==> src/rtl/fp_norm_round_28bit_if.sv <==
// Handshake bundle between the FP add/sub ALU stage and the normalize/round stage.
// master = upstream producer/downstream consumer side, slave = fp_norm_round_28bit.
interface fp_norm_round_28bit_if #(
  parameter int MANT_W = 28,
  parameter int EXP_W  = 8,
  parameter int FRAC_W = 23
);
  logic                    in_valid;
  logic                    in_ready;
  logic [MANT_W-1:0]       mant_i;
  logic                    c_alu_i;
  logic                    aos_i;
  logic [EXP_W-1:0]        exp_i;
  logic                    sign_i;
  logic                    out_valid;
  logic                    out_ready;
  logic [EXP_W+FRAC_W:0]   result_o;
  logic                    ovf_o;
  logic                    unf_o;

  modport master (
    output in_valid, mant_i, c_alu_i, aos_i, exp_i, sign_i, out_ready,
    input  in_ready, out_valid, result_o, ovf_o, unf_o
  );

  modport slave (
    input  in_valid, mant_i, c_alu_i, aos_i, exp_i, sign_i, out_ready,
    output in_ready, out_valid, result_o, ovf_o, unf_o
  );
endinterface

==> src/rtl/fp_norm_round_28bit.sv <==
// Post-ALU normalize + round-to-nearest-even + IEEE-754 single pack, valid/ready handshake.
// Define FPNR_LZC_EN to replace the one-bit-per-cycle NORM loop with a single-cycle LZC + barrel shift.
module fp_norm_round_28bit #(
  parameter int MANT_W = 28,
  parameter int EXP_W  = 8,
  parameter int FRAC_W = 23
) (
  input  logic                  clk,
  input  logic                  rst,
  fp_norm_round_28bit_if.slave  bus
);

  localparam int XW  = EXP_W + 2;   // headroom for the +1 increments past 255
  localparam int HID = FRAC_W + 3;  // hidden-bit position in the raw mantissa
  localparam int RW  = EXP_W + FRAC_W + 1;

  typedef enum logic [2:0] {
    S_IDLE,
    S_PREP,
    S_NORM,
    S_ROUND,
    S_DONE
  } state_t;

  state_t state_reg, state_next;

  logic [MANT_W-1:0] mant_reg, mant_next;
  logic [XW-1:0]     exp_reg, exp_next;
  logic              sign_reg, sign_next;
  logic              aos_reg, aos_next;
  logic              c_alu_reg, c_alu_next;
  logic              zero_reg, zero_next;
  logic [RW-1:0]     result_reg, result_next;
  logic              ovf_reg, ovf_next;
  logic              unf_reg, unf_next;

  // PREP: sign fix-up of a borrowed subtraction
  logic              neg;
  logic [MANT_W-1:0] mant_fix;
  logic              prep_zero;
  logic              prep_to_norm;

  always_comb begin
    neg          = aos_reg & ~c_alu_reg;
    mant_fix     = neg ? (~mant_reg + {{(MANT_W-1){1'b0}}, 1'b1}) : mant_reg;
    prep_zero    = (mant_fix == '0);
    prep_to_norm = ~prep_zero & ~mant_fix[MANT_W-1] & ~mant_fix[HID] & (exp_reg > XW'(1));
  end

  logic [MANT_W-1:0] norm_mant;
  logic [XW-1:0]     norm_exp;
  logic              norm_exit;

`ifdef FPNR_LZC_EN
  // Shift by min(leading zeros above bit HID, exp-1) so denormal limits match the iterative loop
  logic [4:0]    lzc;
  logic [XW-1:0] norm_amt;
  logic [XW-1:0] exp_room;

  always_comb begin
    lzc = 5'd0;
    for (int i = 0; i < HID; i++) begin
      if (mant_reg[i]) begin
        lzc = 5'(HID - i);
      end
    end
    exp_room  = exp_reg - XW'(1);
    norm_amt  = (XW'(lzc) < exp_room) ? XW'(lzc) : exp_room;
    norm_mant = mant_reg << norm_amt;
    norm_exp  = exp_reg - norm_amt;
    norm_exit = 1'b1;
  end
`else
  always_comb begin
    norm_mant = mant_reg << 1;
    norm_exp  = exp_reg - XW'(1);
    norm_exit = norm_mant[HID] | (norm_exp == XW'(1));
  end
`endif

  // ROUND: RNE on G with sticky = R|S, tie broken by frac LSB
  logic              rnd_up;
  logic [FRAC_W+1:0] rnd_sum;
  logic              rnd_carry;
  logic [XW-1:0]     rnd_exp;
  logic [FRAC_W-1:0] rnd_frac;
  logic              rnd_hidden;

  always_comb begin
    rnd_up     = mant_reg[2] & (mant_reg[1] | mant_reg[0] | mant_reg[3]);
    rnd_sum    = {1'b0, mant_reg[HID:3]} + {{(FRAC_W+1){1'b0}}, rnd_up};
    rnd_carry  = rnd_sum[FRAC_W+1];
    rnd_exp    = exp_reg + {{(XW-1){1'b0}}, rnd_carry};
    rnd_frac   = rnd_carry ? rnd_sum[FRAC_W:1] : rnd_sum[FRAC_W-1:0];
    rnd_hidden = rnd_carry | rnd_sum[FRAC_W];
  end

  always_ff @(posedge clk or posedge rst) begin
    if (rst) begin
      state_reg <= S_IDLE;
    end else begin
      state_reg <= state_next;
    end
  end

  always_comb begin
    state_next = state_reg;
    case (state_reg)
      S_IDLE:  if (bus.in_valid) state_next = S_PREP;
      S_PREP:  state_next = prep_to_norm ? S_NORM : S_ROUND;
      S_NORM:  if (norm_exit) state_next = S_ROUND;
      S_ROUND: state_next = S_DONE;
      S_DONE:  if (bus.out_ready) state_next = S_IDLE;
      default: state_next = S_IDLE;
    endcase
  end

  always_comb begin
    mant_next   = mant_reg;
    exp_next    = exp_reg;
    sign_next   = sign_reg;
    aos_next    = aos_reg;
    c_alu_next  = c_alu_reg;
    zero_next   = zero_reg;
    result_next = result_reg;
    ovf_next    = ovf_reg;
    unf_next    = unf_reg;
    case (state_reg)
      S_IDLE: begin
        if (bus.in_valid) begin
          mant_next  = bus.mant_i;
          // exponent 0 belongs to a denormal operand, which aligns as exponent 1
          exp_next   = (bus.exp_i == '0) ? XW'(1) : XW'(bus.exp_i);
          sign_next  = bus.sign_i;
          aos_next   = bus.aos_i;
          c_alu_next = bus.c_alu_i;
          zero_next  = 1'b0;
        end
      end
      S_PREP: begin
        mant_next = mant_fix;
        sign_next = sign_reg ^ neg;
        if (prep_zero) begin
          zero_next = 1'b1;
          sign_next = 1'b0;
        end else if (mant_fix[MANT_W-1]) begin
          mant_next = {1'b0, mant_fix[MANT_W-1:2], mant_fix[1] | mant_fix[0]};
          exp_next  = exp_reg + XW'(1);
        end
      end
      S_NORM: begin
        mant_next = norm_mant;
        exp_next  = norm_exp;
      end
      S_ROUND: begin
        if (zero_reg) begin
          result_next = '0;
          ovf_next    = 1'b0;
          unf_next    = 1'b0;
        end else if (rnd_exp >= XW'((1 << EXP_W) - 1)) begin
          result_next = {sign_reg, {EXP_W{1'b1}}, {FRAC_W{1'b0}}};
          ovf_next    = 1'b1;
          unf_next    = 1'b0;
        end else if (rnd_hidden) begin
          result_next = {sign_reg, rnd_exp[EXP_W-1:0], rnd_frac};
          ovf_next    = 1'b0;
          unf_next    = 1'b0;
        end else begin
          result_next = {sign_reg, {EXP_W{1'b0}}, rnd_frac};
          ovf_next    = 1'b0;
          unf_next    = 1'b1;
        end
      end
      default: ;
    endcase
  end

  always_ff @(posedge clk or posedge rst) begin
    if (rst) begin
      mant_reg   <= '0;
      exp_reg    <= '0;
      sign_reg   <= 1'b0;
      aos_reg    <= 1'b0;
      c_alu_reg  <= 1'b0;
      zero_reg   <= 1'b0;
      result_reg <= '0;
      ovf_reg    <= 1'b0;
      unf_reg    <= 1'b0;
    end else begin
      mant_reg   <= mant_next;
      exp_reg    <= exp_next;
      sign_reg   <= sign_next;
      aos_reg    <= aos_next;
      c_alu_reg  <= c_alu_next;
      zero_reg   <= zero_next;
      result_reg <= result_next;
      ovf_reg    <= ovf_next;
      unf_reg    <= unf_next;
    end
  end

  always_comb begin
    bus.in_ready  = (state_reg == S_IDLE);
    bus.out_valid = (state_reg == S_DONE);
    bus.result_o  = result_reg;
    bus.ovf_o     = ovf_reg;
    bus.unf_o     = unf_reg;
  end

endmodule
==> src/flat_wrapper.sv <==
// flat-port wrapper written by rule: the top's interface ports become plain ports
module fp_norm_round_28bit_flat 
#(
  parameter int MANT_W = 28,
  parameter int EXP_W  = 8,
  parameter int FRAC_W = 23
)
  (clk, rst, bus_in_valid, bus_mant_i, bus_c_alu_i, bus_aos_i, bus_exp_i, bus_sign_i, bus_out_ready, bus_in_ready, bus_out_valid, bus_result_o, bus_ovf_o, bus_unf_o);
  fp_norm_round_28bit_if #(.MANT_W(MANT_W), .EXP_W(EXP_W), .FRAC_W(FRAC_W)) bus_i ();
  input  logic clk;
  input  logic rst;
  input wire logic [$bits(bus_i.in_valid)-1:0] bus_in_valid;
  input wire logic [$bits(bus_i.mant_i)-1:0] bus_mant_i;
  input wire logic [$bits(bus_i.c_alu_i)-1:0] bus_c_alu_i;
  input wire logic [$bits(bus_i.aos_i)-1:0] bus_aos_i;
  input wire logic [$bits(bus_i.exp_i)-1:0] bus_exp_i;
  input wire logic [$bits(bus_i.sign_i)-1:0] bus_sign_i;
  input wire logic [$bits(bus_i.out_ready)-1:0] bus_out_ready;
  output wire logic [$bits(bus_i.in_ready)-1:0] bus_in_ready;
  output wire logic [$bits(bus_i.out_valid)-1:0] bus_out_valid;
  output wire logic [$bits(bus_i.result_o)-1:0] bus_result_o;
  output wire logic [$bits(bus_i.ovf_o)-1:0] bus_ovf_o;
  output wire logic [$bits(bus_i.unf_o)-1:0] bus_unf_o;
  assign bus_i.in_valid = bus_in_valid;
  assign bus_i.mant_i = bus_mant_i;
  assign bus_i.c_alu_i = bus_c_alu_i;
  assign bus_i.aos_i = bus_aos_i;
  assign bus_i.exp_i = bus_exp_i;
  assign bus_i.sign_i = bus_sign_i;
  assign bus_i.out_ready = bus_out_ready;
  assign bus_in_ready = bus_i.in_ready;
  assign bus_out_valid = bus_i.out_valid;
  assign bus_result_o = bus_i.result_o;
  assign bus_ovf_o = bus_i.ovf_o;
  assign bus_unf_o = bus_i.unf_o;
  fp_norm_round_28bit #(.MANT_W(MANT_W), .EXP_W(EXP_W), .FRAC_W(FRAC_W)) u_core (.clk(clk), .rst(rst), .bus(bus_i));
endmodule
==> config.mk <==
export PLATFORM = sky130hd
export DESIGN_NAME = fp_norm_round_28bit_flat
export DESIGN_NICKNAME = d
export VERILOG_FILES = /design/src/rtl/fp_norm_round_28bit_if.sv /design/src/rtl/fp_norm_round_28bit.sv /design/src/flat_wrapper.sv
export SDC_FILE = /design/constraint.sdc
export NUM_CORES = 1
export LEC_CHECK = 0
export CAP_MARGIN = 10
export CORE_UTILIZATION = 23
export DETAILED_ROUTE_END_ITERATION = 12
export GPL_ROUTABILITY_DRIVEN = 0
export PLACE_DENSITY_LB_ADDON = 0.05
export SLEW_MARGIN = 20
export SYNTH_ARGS = -nofsm -noshare
export SYNTH_HDL_FRONTEND = slang
export SYNTH_SLANG_ARGS = --single-unit
==> constraint.sdc <==
create_clock -name clk -period 6.7 [get_ports clk]
set_input_delay 2.01 -clock clk [delete_from_list [all_inputs] [get_ports clk]]
set_output_delay 2.01 -clock clk [all_outputs]
set_load 0.02 [all_outputs]
==> impl_metrics.yaml, run 1 <==
outcome:
  status: "complete, no violations"
finish:
  largest_reg_flops: 32
  final_common_cell: "dfrtp_1"
  area_growth_pct: 23.1
  n_antenna_cell: 0
  layout_common_cells: "79 x dfrtp_1, 78 x clkdlybuf4s50_1, 77 x nor2_1"
  layout-drive-gt1-share: 0.0668
  nets: 794
  fin_util: 0.291
sta:
  slew_headroom: 0.316
  hold_viol_final: 0
  min_period_ns: 4.85
  hold_ws_ns: 0.485
  worst_slack_ns: 1.85
  tns_ns: 0
  setup_viol: 0
  min_period_over_period: 0.724
  worstMarginPinSlew_ns: 1.02
  maxSlewViolCount: 0
  fmax_mhz: 206
  fin_skew_ns: 0.0157
  rsz0062_at_grt: "no"
floorplan:
  initial_core_util: 0.237
  die_area_um2: 25900
  design.core.area_um2: 24500
  num_io_pins: 79
  die_y_um: 161
  die_w_um: 161
  rows: 57
worst_hold_path:
  hold_path_end: "u_core.bus.result_o[20]"
  min-delay-path-class: "reg2reg"
  hold_depth: 2
  min_from: "u_core.bus.result_o[20]"
critical_path:
  critPathKind: "reg2reg"
  cp-start-kind: "flop"
  max_stage_delay_ns: 0.77
  arrival_ns: 5.14
  cp-end-kind: "flop"
  ff2ff_path_depth: 14
  rrSetupSlack_ns: 1.85
  r2r_end: "u_core.bus.result_o[28]"
  r2r-start: "u_core.mant_reg[2]"
  worst-path-max-fanout: 14
  cp.required_ns: 6.99
  slowest_stage: "nor3_1"
  crit_chain: "and2_1 > ha_1 > and4_1 > nor2b_1 > nand3b_1 > nor2_1 > ha_1 > nand3_1 > nor2_1 > xor2_1 > nor4bb_1 > a21oi_1 > nor3_1 > a221o_1"
cts:
  clock_latency_ns: 0.35
  cts_max_level: 3
  clock_path_buffers: 2
  post_cts_buffers: 0
  numCtsBuffers: 9
  hold_buffers: 0
  cts_root_buf: "clkbuf_16"
  ctsResizeCount: 0
  clock_sinks: 79
  cts_tree: "yes"
  clk_pin_slew_worst_paths_ns: 0.07
yosys:
  avgSynthCellArea_um2: 8.15
  synth.cell_area_um2: 5810
  synthArstFlopShare: 1.00
  ys.flop_type: "dfrtp_1"
  synth_area_leaders: "dfrtp_1 34%, nor2_1 5.0%, xnor2_1 4.5%, nand2_1 4.5%, a221oi_1 4.4%"
  synthCells: 713
  ys_ff_latch: 79
  synth-edff-count: 0
  synth.distinct_cells: 66
  synth_seq_area_share: 0.340
  synth_top_area_share: 0.340
  ys_warn_count: 0
  syn_nets: 764
  synth_top_area_cell: "dfrtp_1"
placed_design:
  place_hpwl_mm: 14.6
  place_ws_ns: 1.85
  portBuffers: 78
grt:
  overflow: 0
  grt_max_degree: 44
  track_usage: 0.165
  grt_pass1_vias: 5634
  grt_first_pass_wirelength_mm: 33.3
  antenna_found_initial: 0
power:
  peakVddDrop_mv: 0.219
  finalPower_mw: 4.14
  p_per_area_nw_per_um2: 579
  p_leak_nw: 2.64
run:
  cap_viol_max_count: 0
drt:
  wl_per_cell_um: 19.3
  vias: 5562
  vias_per_cell: 5.19
  routed_wl_mm: 20.7
  ant_nets: 0
  drt-initial-drc-count: 292
  dr.pass1.iters: 5
  drc: 0
synth_stat cells (17+ instances only):
library cell,n
nand3_1,22
o21ai_0,39
dfrtp_1,79
nor3_1,22
xor2_1,29
nand2_1,69
inv_1,17
o211ai_1,18
clkbuf_1,57
a221oi_1,29
a21oi_1,43
xnor2_1,30
nor2_1,78
power by group:
group | switching (mW) | internal [mW]
clock | 0.238 | 0.292
sequential | 0.488 | 0.708
combinational | 1.42 | 0.989
total | 2.15 | 1.99
area by class of cell:
type                       instances  area (µm²)
multi-input combinational        546        3530
inverter                          17        65.1
tap                              324         405
fill                            2635       17400
timing repair buffer              90         871
sequential                        79        1980
clock inverter                     6        70.1
clock buffer                      10         229
cells by family after synthesis:
kind of cell	after synthesis	share of synthesized area
simple gates	267	0.231
mux	9	0.0164
fa+ha+maj	8	0.0172
buf+inv	88	0.0599
flops	79	0.340
xor+xnor	59	0.0890
compound gates	203	0.246
metrics by stage:
step / std cells / cell area [µm²]
floorplan: 713 / 5810
global placement: 1056 / 6850
CTS: 1072 / 7150
detailed placement: 1056 / 6850
global route: 1072 / 7150
finish: 1072 / 7150
worst max-delay path, delay by kind of cell, from the launching register on:
| family | cells | cell delay, ns |
|---|---|---|
| flops | 1 | 0.64 |
| xor+xnor | 1 | 0.21 |
| simple gates | 9 | 3.20 |
| compound gates | 2 | 0.29 |
| fa+ha+maj | 2 | 0.41 |
worst max path at each step:
stage                              endpoint  cells after the start               start
CTS                  u_core.bus.result_o[9]                     16  u_core.mant_reg[2]
floorplan           u_core.bus.result_o[11]                     17  u_core.mant_reg[2]
detailed placement   u_core.bus.result_o[9]                     16  u_core.mant_reg[2]
global placement     u_core.bus.result_o[1]                     16  u_core.mant_reg[2]
global route        u_core.bus.result_o[11]                     16  u_core.mant_reg[2]
finish              u_core.bus.result_o[28]                     14  u_core.mant_reg[2]
metal layers:
metal / vias to the layer above / track usage / share of wire
met4: 0 / 0.0626 / 0.019
met3: 23 / 0.0217 / 0.036
met1: 2724 / 0.242 / 0.51
li1: 2688 / - / -
met5: - / 0 / 0
met2: 127 / 0.244 / 0.44
No activity file was read; power rests on OpenSTA's default activity.
==> run 2, diff against run 1 <==
Clock period 6.7 ns to 4.3 ns, I/O delays scaled along.
==> impl_metrics.yaml, run 2 (synthesis gave the netlist of run 1 again) <==
outcome:
  status: "complete, no violations"
critical_path:
  slowest_stage: "dfrtp_2"
  cp.required_ns: 4.56
  critPathKind: "reg2reg"
  worst-path-max-fanout: 11
  crit_chain: "ha_1 > and4_1 > nor2b_2 > nand3b_1 > nor2_1 > ha_1 > ha_1 > inv_1 > nor3_1 > mux2i_1 > nand2_1 > a2111oi_2 > o21ai_0 > buf_4 > o21ai_0"
  cp-end-kind: "flop"
  critical-path-top-delay-family: "simple AND/OR/NAND/NOR gates"
  arrival_ns: 4.12
  crit_buf_inv: 2
  cp-start-kind: "flop"
  max_stage_delay_ns: 0.50
  cp_common_cell: "ha_1"
floorplan:
  num_io_pins: 79
  die_area_um2: 25900
  die_w_um: 161
  die_y_um: 161
  rows: 57
  design.core.area_um2: 24500
  initial_core_util: 0.237
sta:
  rsz0062_at_grt: "no"
  worstMarginPinSlew_ns: 0.874
  setup_viol: 0
  min_period_over_period: 0.899
  tns_ns: 0
  maxSlewViolCount: 0
  hold_viol_final: 0
  fmax_mhz: 259
  min_period_ns: 3.87
  slew_headroom: 0.402
  hold_ws_ns: 0.477
  fin_skew_ns: 0.0117
drt:
  routed_wl_mm: 20.7
  drc: 0
  drt-initial-drc-count: 332
  ant_nets: 0
  dr.pass1.iters: 5
  vias: 5649
  vias_per_cell: 5.14
  wl_per_cell_um: 18.9
finish:
  n_fill_cell: 2677
  layout-drive-gt1-share: 0.101
  layout_common_cells: "78 x clkdlybuf4s50_1, 78 x dfrtp_1, 77 x nor2_1"
  nets: 821
  area_growth_pct: 26.9
  n_antenna_cell: 0
  largest_reg_flops: 32
  fin_util: 0.300
grt:
  grt_first_pass_wirelength_mm: 33.0
  track_usage: 0.164
  grt_max_degree: 40
  antenna_found_initial: 0
  grt_pass1_vias: 5574
  grt_use_met1: 0.245
  busiest_layer: "met2"
  overflow: 0
  grt_use_met2: 0.247
  met3_usage: 0.0238
power:
  p_per_area_nw_per_um2: 902
  peakVddDrop_mv: 0.400
  p_leak_nw: 2.79
cts:
  post_cts_buffers: 0
  clock_path_buffers: 2
  cts_max_level: 3
  ctsResizeCount: 0
  hold_buffers: 0
  clock_sinks: 79
  clk_pin_slew_worst_paths_ns: 0.07
  clock_latency_ns: 0.35
  cts_tree: "yes"
  cts_root_buf: "clkbuf_16"
  numCtsBuffers: 9
worst_hold_path:
  min-delay-path-class: "reg2reg"
run:
  cap_viol_max_count: 0
placed_design:
  place_hpwl_mm: 15.2
  portBuffers: 78
==> run 2: cell types whose count changed in the layout (fill, tap and decap cells not counted), sizes merged <==
cell	previous run	this run
clkbuf	10	11
bufinv	1	2
buf	12	39
clkinvlp	3	1
==> run 2: layout make-up <==
cell class	count	area, µm²	share of cell area
inverter	17	65.1	0.00883
clock inverter	5	81.3	0.0110
clock buffer	11	233	0.0316
multi-input combinational	546	3520	0.478
timing repair buffer	117	1090	0.147
tap	324	405	0.0550
sequential	79	1980	0.268
==> run 2: path summary, 6_finish.rpt <==
kind	start	to	slack, ns	cells after the start
max in group asynchronous	rst	u_core.mant_reg[21]	2.42	3
min in group asynchronous	rst	u_core.bus.result_o[25]	1.21	2
min reg2reg	u_core.bus.result_o[17]	u_core.bus.result_o[17]	0.48	2
max	u_core.mant_reg[4]	u_core.bus.result_o[11]	0.43	15
min	u_core.bus.result_o[17]	u_core.bus.result_o[17]	0.48	2
max reg2reg	u_core.mant_reg[4]	u_core.bus.result_o[11]	0.43	15
==> run 2: layer usage <==
metal	vias up	routed length, µm
met1	2776	10700
met3	15	821
met2	126	9040
met4	0	208
li1	2732	-
met5	-	0
==> run 2: tightest hold or removal path, cell delays in order, from the launching register on <==
cell	delay [ns]
dfrtp_1	0.34
nand2_1	0.05
o21ai_0	0.06
==> run 2: per-stage QoR <==
| step | area, µm² | setup slack (ns) | cells | power (mW) |
|---|---|---|---|---|
| after floorplan | 5810 | 0.121 | 713 | 4.32 |
| final | 7370 | 0.434 | 1099 | 6.65 |
| after global placement | 7050 | 0.382 | 1083 | 5.81 |
| after global routing | 7370 | 0.0361 | 1099 | 7.22 |
| after CTS | 7370 | 0.199 | 1099 | 6.71 |
| after detailed placement | 7050 | 0.198 | 1083 | 5.81 |
==> run 2: power breakdown <==
group | leakage, nW | internal, mW | switching (mW)
Combinational | 1.67 | 1.67 | 2.54
Clock | 0.150 | 0.512 | 0.363
Sequential | 0.962 | 1.11 | 0.455
==> run 3, diff against run 2 <==
Settings changed: PLACE_DENSITY from default to 0.5, PLACE_DENSITY_LB_ADDON 0.05 to default.
==> impl_metrics.yaml, run 3 (synthesis gave the netlist of run 1 again) <==
floorplan:
  design.core.area_um2: 24500
  die_w_um: 161
  num_io_pins: 79
  rows: 57
  initial_core_util: 0.237
  die_y_um: 161
  die_area_um2: 25900
critical_path:
  crit_path_start: "u_core.mant_reg[5]"
  crit_buf_inv: 2
  slowest_stage: "dfrtp_1"
  crit_chain: "and4_1 > nor2b_1 > nand3b_1 > nor2_1 > ha_1 > ha_1 > inv_1 > nor3_1 > mux2i_1 > nand2_1 > a2111oi_2 > buf_4 > o21ai_0 > nand2_1"
  max_stage_delay_ns: 0.63
  cp.required_ns: 4.58
  cp-start-kind: "flop"
  arrival_ns: 4.10
  r2r-start: "u_core.mant_reg[5]"
  cp-end-kind: "flop"
  worst-path-max-fanout: 13
  critPathKind: "reg2reg"
  critical-path-top-delay-family: "simple AND/OR/NAND/NOR gates"
power:
  p_clk_frac: 0.142
  p_sw_frac: 0.493
  p_per_area_nw_per_um2: 897
  p_leak_nw: 2.77
  p_int_mw: 3.34
  power_frac_comb: 0.614
  peakVddDrop_mv: 0.355
  pwr-share-seq: 0.244
  power.switching_mw: 3.26
  finalPower_mw: 6.60
finish:
  layout-drive-gt1-share: 0.0938
  layout_common_cells: "79 x dfrtp_1, 78 x clkdlybuf4s50_1, 77 x nor2_1"
  stdcell_area_um2: 7360
  largest_reg_flops: 32
  final_common_cell: "dfrtp_1"
  area_growth_pct: 26.7
  nets: 814
  n_antenna_cell: 0
sta:
  tns_ns: 0
  min_period_ns: 3.82
  fmax_mhz: 262
  slew_headroom: 0.351
  hold_viol_final: 0
  worstMarginPinSlew_ns: 0.974
  worst_slack_ns: 0.485
  rsz0062_at_grt: "no"
  min_period_over_period: 0.887
  maxSlewViolCount: 0
  setup_viol: 0
  fin_skew_ns: 0.00865
placed_design:
  place_ws_ns: 0.155
  portBuffers: 78
  place_hpwl_mm: 13.7
  placed_cell_area_um2: 7000
drt:
  drt-initial-drc-count: 445
  dr.pass1.iters: 4
  vias_per_cell: 5.11
  drc: 0
  ant_nets: 0
  vias: 5579
  wl_per_cell_um: 17.4
  routed_wl_mm: 19.0
grt:
  track_usage: 0.150
  grt_max_degree: 52
  antenna_found_initial: 0
  overflow: 0
  grt_first_pass_wirelength_mm: 30.7
  grt_pass1_vias: 5481
cts:
  numCtsBuffers: 9
  clock_path_buffers: 2
  clock_sinks: 79
  clk_pin_slew_worst_paths_ns: 0.07
  clock_latency_ns: 0.35
  hold_buffers: 0
  cts_max_level: 3
  cts_root_buf: "clkbuf_16"
  cts_tree: "yes"
run:
  cap_viol_max_count: 0
outcome:
  status: "complete, no violations"
worst_hold_path:
  min_from: "u_core.bus.ovf_o"
  min-delay-path-class: "reg2reg"
[run 3: layout make-up]
type	instances	area [µm²]
Sequential cell	79	1980
Inverter	17	65.1
Fill cell	2623	17200
Clock buffer	10	239
Timing Repair Buffer	110	1030
Tap cell	324	405
Multi-Input combinational cell	546	3520
Clock inverter	6	115
[run 3: worst reg2reg max path, stage by stage (launching register included)]
cell and delay (ns):
dfrtp_1 0.63, and4_1 0.34, nor2b_1 0.26, nand3b_1 0.23, nor2_1 0.24, ha_1 0.22
ha_1 0.24, inv_1 0.06, nor3_1 0.30, mux2i_1 0.23, nand2_1 0.10, a2111oi_2 0.44
buf_4 0.27, o21ai_0 0.11, nand2_1 0.08
[run 3: repair_timing]
item	CTS	global route
gates resized for setup	0	1
endpoints found under the setup margin	0	11
buffers inserted	0	0
[run 3: final timing paths]
kind / to / slack [ns] / cells past startpoint
max: u_core.bus.result_o[20] / 0.48 / 14
min: u_core.bus.ovf_o / 0.48 / 1
max reg2reg: u_core.bus.result_o[20] / 0.48 / 14
min reg2reg: u_core.bus.ovf_o / 0.48 / 1
max in group asynchronous: u_core.mant_reg[17] / 2.05 / 3
min in group asynchronous: u_core.bus.result_o[23] / 1.45 / 2
[run 3: power groups by stage]
stage	clock network [mW]	registers, mW	logic [mW]
final	0.938	1.61	4.05
after global routing	0.985	1.68	4.49
after CTS	0.952	1.61	4.06
after detailed placement	0	1.62	4.05
after global placement	0	1.62	4.04
after floorplan	0	1.48	2.85
[run 3: metal layers]
layer  wire (µm)  global-route usage  vias up
met5           0                   0        -
met4         269              0.0467        0
met3         784              0.0238       17
met2        8610               0.233      110
met1        9300               0.211     2724
li1            -                   -     2728
[run 3: stage by stage]
| stage | cells | util | hold slack, ns |
|---|---|---|---|
| 2_1_floorplan | 713 | - | 0.494 |
| 3_3_place_gp | 1076 | 0.285 | 0.464 |
| 3_5_place_dp | 1076 | 0.285 | 0.476 |
| 4_1_cts | 1092 | 0.300 | 0.491 |
| 5_1_grt | 1092 | 0.300 | 0.518 |
| 6_report | 1092 | 0.300 | 0.483 |
